### src/rtl/clkdiv_ctrl.sv
// Programmable clock divider (ratio 2..15) with hitless ratio changes at period boundaries.
// Build option CLKDIV_ODD_DUTY_EN adds a falling-edge flop for exact 50% duty on odd ratios.
module clkdiv_ctrl (
    input  logic       clk,
    input  logic       reset,
    input  logic       en,
    input  logic       cfg_valid,
    input  logic [3:0] cfg_div,
    output logic       cfg_ready,
    output logic       cfg_err,
    output logic [3:0] cur_div,
    output logic       div_out,
    output logic       tick,
    output logic       busy
);

    typedef enum logic [1:0] {StIdle, StRun, StPend, StStop} state_e;

    state_e     state_q, state_d;
    logic [3:0] cnt_q, cnt_d;
    logic [3:0] cur_div_q, cur_div_d;
    logic [3:0] pend_q, pend_d;
    logic       loaded_q, loaded_d;
    logic       div_q, div_d;
    logic       tick_q, tick_d;
    logic       err_q, err_d;

    logic       xfer;
    logic       legal;
    logic       wrap;
    logic       busy_d;
    logic [4:0] high_len;

    // Gated by reset so no transfer is advertised while the block is held.
    assign cfg_ready = ~reset & ((state_q == StIdle) | (state_q == StRun));
    assign xfer      = cfg_valid & cfg_ready;
    assign legal     = (cfg_div >= 4'd2);
    assign wrap      = (cnt_q == (cur_div_q - 4'd1));

    always_comb begin
        state_d   = state_q;
        cnt_d     = cnt_q;
        cur_div_d = cur_div_q;
        pend_d    = pend_q;
        loaded_d  = loaded_q;
        err_d     = xfer & ~legal;

        unique case (state_q)
            StIdle: begin
                cnt_d = 4'd0;
                if (xfer && legal) begin
                    cur_div_d = cfg_div;
                    loaded_d  = 1'b1;
                end
                if (en && (loaded_q || (xfer && legal))) begin
                    state_d = StRun;
                end
            end
            StRun: begin
                cnt_d = wrap ? 4'd0 : cnt_q + 4'd1;
                if (xfer && legal && wrap) begin
                    cur_div_d = cfg_div;
                    if (!en) begin
                        state_d = StIdle;
                    end
                end else if (xfer && legal) begin
                    pend_d  = cfg_div;
                    state_d = StPend;
                end else if (!en) begin
                    state_d = wrap ? StIdle : StStop;
                end
            end
            StPend: begin
                cnt_d = wrap ? 4'd0 : cnt_q + 4'd1;
                if (wrap) begin
                    cur_div_d = pend_q;
                    pend_d    = 4'd0;
                    state_d   = en ? StRun : StIdle;
                end
            end
            StStop: begin
                cnt_d = wrap ? 4'd0 : cnt_q + 4'd1;
                if (en) begin
                    state_d = StRun;
                end else if (wrap) begin
                    state_d = StIdle;
                end
            end
            default: begin
                state_d = StIdle;
                cnt_d   = 4'd0;
            end
        endcase

        // Outputs are registered from next-state values so they align with cnt.
        busy_d   = (state_d != StIdle);
        high_len = ({1'b0, cur_div_d} + 5'd1) >> 1;
        div_d    = busy_d & ({1'b0, cnt_d} < high_len);
        tick_d   = busy_d & (cnt_d == 4'd0);
    end

    always_ff @(posedge clk or posedge reset) begin
        if (reset) begin
            state_q   <= StIdle;
            cnt_q     <= 4'd0;
            cur_div_q <= 4'd0;
            pend_q    <= 4'd0;
            loaded_q  <= 1'b0;
            div_q     <= 1'b0;
            tick_q    <= 1'b0;
            err_q     <= 1'b0;
        end else begin
            state_q   <= state_d;
            cnt_q     <= cnt_d;
            cur_div_q <= cur_div_d;
            pend_q    <= pend_d;
            loaded_q  <= loaded_d;
            div_q     <= div_d;
            tick_q    <= tick_d;
            err_q     <= err_d;
        end
    end

    assign busy    = (state_q != StIdle);
    assign tick    = tick_q;
    assign cfg_err = err_q;
    assign cur_div = cur_div_q;

`ifdef CLKDIV_ODD_DUTY_EN
    logic div_fall_q;

    always_ff @(negedge clk or posedge reset) begin
        if (reset) begin
            div_fall_q <= 1'b0;
        end else begin
            div_fall_q <= div_q;
        end
    end

    // Odd ratios: trimming the high phase by half a cycle gives N/2 high, N/2 low.
    assign div_out = cur_div_q[0] ? (div_q & div_fall_q) : div_q;
`else
    assign div_out = div_q;
`endif

endmodule

### config.mk
export PLATFORM = sky130hd
export DESIGN_NAME = clkdiv_ctrl
export DESIGN_NICKNAME = d
export VERILOG_FILES = /design/src/rtl/clkdiv_ctrl.sv
export SDC_FILE = /design/constraint.sdc
export NUM_CORES = 1
export LEC_CHECK = 0
export CAP_MARGIN = 10
export CORE_MARGIN = 4
export CORE_UTILIZATION = 50
export CTS_CLUSTER_DIAMETER = 40
export DETAILED_ROUTE_END_ITERATION = 8
export MAX_ROUTING_LAYER = met4
export PLACE_DENSITY = 0.84
export SETUP_SLACK_MARGIN = 0.02
export SLEW_MARGIN = 40
export SYNTH_ARGS = -nofsm -noshare
export SYNTH_HDL_FRONTEND = slang
export SYNTH_SLANG_ARGS = --single-unit
### constraint.sdc
create_clock -name clk -period 3.8 [get_ports clk]
set_input_delay 0.38 -clock clk [delete_from_list [all_inputs] [get_ports clk]]
set_output_delay 0.38 -clock clk [all_outputs]
set_load 0.1 [all_outputs]
==> flow_metrics.tcl, run 1 <==
set metrics [dict create \
    initial_antenna_violation_count 0 \
    worst_pin_slew_ns 0.691 \
    synth-adder-area-share_pct 5.83 \
    drv.max_cap_violation_count 0 \
    area_growth_syn_to_layout_pct 12.1 \
    worst_max_slew_margin_expressed_relative_to_the_limit_pct 53.9 \
    cts.root.buffer_cell "clkbuf_4" \
    drive_above_1_share_pct 18.2 \
    clock.fmax_mhz 310 \
    gp_congestion 0.954 \
    crit_path_max_fanout 8 \
    synth.top_cells.by_area "dfrtp_1 (35%), ha_1 (5.8%), nor2_1 (5.0%), inv_1 (3.5%), a21oi_1 (3.1%)" \
    hold_path_class "reg2reg" \
    dp_hpwl_um 2220 \
    syn_nets 146 \
    floorplan.die.width_um 58.8 \
    clock-skew-final_ns 0.00419 \
    num_rows 18 \
    core_region_area_um2 2480 \
    postSynthCellCount 132 \
    yosys.cell_types.count 48 \
    cp_data_required_time_ns 4.01 \
    count_of_flip_flops_with_a_built_in_enable_after_synthesis 0 \
    worst-r2r-cell-count 12 \
    grt_total_ovfl 0 \
    wire_per_inst_um 16.0 \
    synth-compound-area-share_pct 21.0 \
    num_vias 1078 \
    floorplan.initialDensity_pct 52.0 \
    vias_per_cell 6.06 \
    timing.critical_path.arrival_ns 3.44 \
    drv_slew 0 \
    drt_iter0_markers 34 \
    synth_largest_area_cell "dfrtp_1" \
    placement.io_buffers 16 \
    wire_length_of_the_first_global_routing_pass_um 4640 \
    netlist.area_leader.share_pct 35.0 \
    end_kind "flip-flop" \
    synth_mux_area_share_pct 2.43 \
    grt_setup_unrepaired "false" \
    finalNetCount 164 \
    synth_async_sr_flop_share_pct 100 \
    hold_viol_final 0 \
    clk_latency_ns 0.30 \
    timing.critical_path.from "cur_div[0]$_DFF_PP0_" \
    postCtsSetupBuffers 0 \
    drc_errors 0 \
    clock_sinks 18 \
    ys.flop_type "dfrtp_1" \
    timing.critical_path.from_type "flip-flop" \
    tns_ns 0 \
    htree_levels 1 \
    post_synth_and_or_nand_nor_area_fraction_pct 20.4 \
    cts-hold-fix-buffers 0 \
    hold_start "loaded_q$_DFFE_PP0P_" \
    io_pins 17 \
    post_cts_resize_count 0 \
    die_area_um2 3450 \
    number_of_cts_inserted_buffers 3 \
    synth_xor_xnor_area_share_pct 9.90 \
    setup_viol 0 \
    hold_path_stages 1 \
    global_route.usage.total_pct 18.6 \
    sequential_area_share_after_synthesis_pct 35.0 \
    worst_setup_hold_path_clk_slew_ns 0.10 \
    number_of_antenna_repair_diodes 0 \
    tritoncts "built" \
    worstReg2RegStart "cur_div[0]$_DFF_PP0_" \
    pin_count_of_the_biggest_net_entering_global_routing 21 \
    grt_pass1_vias 1000 \
    die_height_um 58.8 \
    final.period_utilization_pct 85.0 \
    max-clock-path-buffers 2 \
    ant_nets 0 \
    run_status "completed" \
    netlist_area_um2 1290 \
    ys_ff_latch 18 \
    detailedRoute.firstPassIterationCount 4 \
    drt-total-wl_um 2850 \
    filler_cell_count 225 \
    dominant_combinational_cell_family_by_area_after_synthesis "compound AO/OA/AOI/OAI gates" \
    path_class "reg2reg" \
    mean_instance_size_in_the_synthesized_netlist_um2 9.76 \
    min_period_ns 3.23 \
    synthesis.yosys.warnings 0 \
]
==> through the flow <==
step           hold WS, ns  cell area (um^2)  utilization, %  instances  setup slack, ns
6_report             0.529              1450            58.3        178            0.570
3_3_place_gp         0.477              1470            59.2        175            0.575
5_1_grt              0.547              1450            58.3        178            0.384
2_1_floorplan        0.319              1290               -        132            0.263
4_1_cts              0.516              1450            58.3        178            0.610
3_5_place_dp         0.491              1420            57.4        175            0.438
==> layout by cell type (no fill, tap or decap), types with 2 or more instances in the layout <==
cell	Yosys	routed
a31oi_1	3	3
xor2_1	3	3
o31ai_1	2	2
dfrtp_1	18	18
a21oi_1	8	8
ha_1	6	6
nand3_1	4	4
a311oi_1	4	4
buf_2	0	9
nor3_1	4	4
o21ai_0	3	3
mux2i_1	2	2
xnor2_1	4	4
clkbuf_4	0	3
a2bb2oi_1	2	2
inv_1	12	12
nand2_1	6	6
nor2_1	17	17
clkdlybuf4s50_1	0	7
a21o_1	2	2
==> metal layers <==
metal | global-route usage [%] | wire [um] | vias up
met5 | - | 0 | -
met4 | 10.4 | 70 | 0
met3 | 1.97 | 125 | 6
met2 | 27.3 | 1400 | 42
met1 | 24.9 | 1250 | 521
li1 | - | - | 509
==> cells by family (layout without fill, tap and decap cells) <==
family	after synthesis	in the layout
flops	18	18
fa+ha+maj	6	6
mux	3	3
simple gates	44	44
compound gates	35	35
xor+xnor	10	10
buf+inv	16	32
==> worst max-delay path: stages, from the launching register on <==
cell      delay [ns]
dfrtp_1         0.50
inv_1           0.12
ha_1            0.32
xor2_1          0.22
nand3_4         0.19
nor3_1          0.19
mux2_2          0.36
nand3_2         0.10
ha_1            0.20
nand3b_1        0.10
ha_1            0.30
a221o_1         0.36
a31oi_1         0.17
==> path summary, 6_finish.rpt <==
path                                              to  slack, ns
max in group asynchronous         cnt_q[3]$_DFF_PP0_       2.82
worst max-delay path               div_out$_DFF_PP0_       0.57
min in group asynchronous          cfg_err$_DFF_PP0_       0.54
worst min register to register  loaded_q$_DFFE_PP0P_       0.53
worst min-delay path            loaded_q$_DFFE_PP0P_       0.53
worst max register to register     div_out$_DFF_PP0_       0.57
==> sequential cells by signal, summed over array words and instances, names as in the netlist <==
signal / cells
loaded_q: 1
pend_q: 4
cnt_q: 4
cfg_err: 1
state_q: 2
div_out: 1
cur_div: 4
tick: 1
==> cell type report <==
| cell class | count | area, um^2 | area share, % |
|---|---|---|---|
| multi-input cells | 98 | 767 | 53.1 |
| flip-flops and latches | 18 | 450 | 31.2 |
| repair buffers | 17 | 123 | 8.48 |
| inverters | 12 | 45.0 | 3.12 |
| well taps | 30 | 37.5 | 2.60 |
| clock buffers | 3 | 22.5 | 1.56 |
==> Yosys cell counts, drive strengths merged, types with 3 or more instances <==
master / number
a21oi: 8
a311oi: 4
a31oi: 3
dfrtp: 18
ha: 6
inv: 12
nand2: 7
nand3: 6
nor2: 19
nor3: 6
o21ai: 5
xnor2: 6
xor2: 3
Power of run 1 is left out: the tool's default activity adds up to more than one toggle a clock period on the data nets, which glitch-free logic cannot reach.
==> run 2: changes to the inputs <==
- CORE_UTILIZATION: 50 -> 49
- PLACE_DENSITY: 0.84 -> 0.86
- clock period: 3.8 -> 2.8 ns (I/O delays scaled with it)
==> run 2 against run 1 <==
  * The run now ends with negative setup slack left
  * Critical path depth rose by 1
  * Clock-buffer cell count is 1 higher
  * Maximum frequency is 10% higher
  * Global-route usage increased by 4.8 points
  * Worst hold slack got worse by 0.019 ns
  * Via count rose by 10%
  * Cell area is 19% higher
  * Register-to-register slack got worse by 0.70 ns
  * Clock skew is 0.0047 ns higher
  * Non-clock buffer count grew 20
  * Sequential share of layout area shrank 4.3 points
  * Critical endpoint unchanged
  * Die area rose by 1.8%
==> flow_metrics.tcl, run 2 (same netlist as run 1, synthesis figures left out) <==
set metrics [dict create \
    run_status "complete, but fails checks" \
    violations "negative setup slack" \
    worst_pin_slew_ns 0.717 \
    crit_path_max_fanout 7 \
    wire_length_of_the_first_global_routing_pass_um 5780 \
    most_frequent_standard_cell_in_the_layout_excluding_fill_and_tap_cells "buf_4" \
    gp_congestion 0.908 \
    number_of_antenna_repair_diodes 0 \
    die_area_um2 3510 \
    final_area_um2 1720 \
    initial_antenna_violation_count 0 \
    setup_viol 1 \
    final.period_utilization_pct 105 \
    max-clock-path-buffers 2 \
    min_period_ns 2.93 \
    ant_nets 0 \
    num_vias 1190 \
    hold_path_class "reg2reg" \
    io_pins 17 \
    clock.fmax_mhz 341 \
    grt_total_ovfl 0 \
    htree_levels 1 \
    timing.critical_path.from_type "flip-flop" \
    dp_hpwl_um 2630 \
    number_of_cts_inserted_buffers 3 \
    vias_per_cell 5.98 \
    worst-r2r-setup-slack_ns -0.13 \
    end_kind "flip-flop" \
    clk_latency_ns 0.31 \
    floorplan.initialDensity_pct 51.6 \
    num_rows 18 \
    path_class "reg2reg" \
    hold_viol_final 0 \
    grt_setup_unrepaired "true" \
    floorplan.die.width_um 59.3 \
    cts.root.buffer_cell "clkbuf_4" \
    tritoncts "built" \
    post-route-worst-setup-slack_ns -0.131 \
    grt_pass1_vias 1179 \
    layout.cells.most_common_list "buf_4 (29), nor2_1 (17), dfrtp_1 (14)" \
    core_region_area_um2 2500 \
    timing.critical_path.arrival_ns 3.16 \
    drv_slew 0 \
    multiInputGateArea_um2 837 \
    detailedRoute.firstPassIterationCount 4 \
    drv.max_cap_violation_count 0 \
    die_height_um 59.3 \
    global_route.usage.total_pct 23.4 \
    drive_above_1_share_pct 34.9 \
    cp_data_required_time_ns 3.03 \
    drt_iter0_markers 65 \
    finalNetCount 184 \
    pin_count_of_the_biggest_net_entering_global_routing 19 \
    drt-total-wl_um 3500 \
    clock_sinks 18 \
    worst_setup_hold_path_clk_slew_ns 0.11 \
    filler_cell_count 170 \
    wire_per_inst_um 17.6 \
    placement.io_buffers 16 \
    ff_latch_area_um2 460 \
    clock-skew-final_ns 0.00893 \
    area_growth_syn_to_layout_pct 33.2 \
    dpl_cell_area_um2 1640 \
    worst_max_slew_margin_expressed_relative_to_the_limit_pct 52.1 \
    drc_errors 0 \
]
==> run 2: cell count changes in the layout (fill, tap and decap cells not counted), sizes merged <==
cell | before | now
buf | 10 | 30
clkbuf | 3 | 4
==> run 2: cell type report <==
type / count / area share (%)
Tap cell: 30 / 2.19
Multi-Input combinational cell: 98 / 48.8
Timing Repair Buffer: 37 / 17.9
Clock buffer: 4 / 1.53
Sequential cell: 18 / 26.8
Inverter: 12 / 2.77
==> run 2: worst max-delay path, cell delays in order, from the launching register on <==
cell and delay (ns):
dfrtp_4 0.52, inv_4 0.07, ha_4 0.19, xor2_2 0.17, nand3_4 0.20, nor2_8 0.15
nand2_4 0.07, a2111oi_4 0.38, o22a_2 0.22, buf_4 0.11, xnor2_1 0.06, ha_2 0.17
a221o_1 0.34, a31oi_1 0.17
==> run 2: what timing repair did <==
action,CTS,global route
resized for setup,8,2
hold buffers,0,0
setup buffers,1,0
endpoints found under the hold margin,0,0
setup endpoints to repair,1,1
pin swaps,11,4
==> run 2: per-stage QoR <==
stage / TNS, ns / hold slack (ns) / worst slack [ns] / instances / util, %
2_1_floorplan: -0.160 / 0.218 / -0.160 / 132 / -
3_3_place_gp: -0.190 / 0.467 / -0.190 / 194 / 65.4
3_5_place_dp: -0.310 / 0.484 / -0.310 / 194 / 65.4
4_1_cts: -0.104 / 0.507 / -0.104 / 199 / 68.4
5_1_grt: -0.269 / 0.520 / -0.269 / 199 / 68.7
6_report: -0.131 / 0.510 / -0.131 / 199 / 68.7
==> run 2: metal layers <==
metal  vias to the layer above  part of all wire, %  global-route usage, %
met3                        11                  4.0                   3.05
met2                        39                   50                   35.4
li1                        550                    -                      -
met1                       590                   42                   29.8
met4                         0                  3.7                   13.6
met5                         -                    0                      -
==> run 2: worst paths after layout <==
kind / start / endpoint / cells after the start
setup / recovery: cur_div[0]$_DFF_PP0_ / div_out$_DFF_PP0_ / 13
hold / removal: loaded_q$_DFFE_PP0P_ / loaded_q$_DFFE_PP0P_ / 1
setup reg to reg: cur_div[0]$_DFF_PP0_ / div_out$_DFF_PP0_ / 13
hold reg to reg: loaded_q$_DFFE_PP0P_ / loaded_q$_DFFE_PP0P_ / 1
max in group asynchronous: reset / cur_div[1]$_DFF_PP0_ / 3
min in group asynchronous: reset / cfg_err$_DFF_PP0_ / 3
Power of run 2 is left out for the same reason.
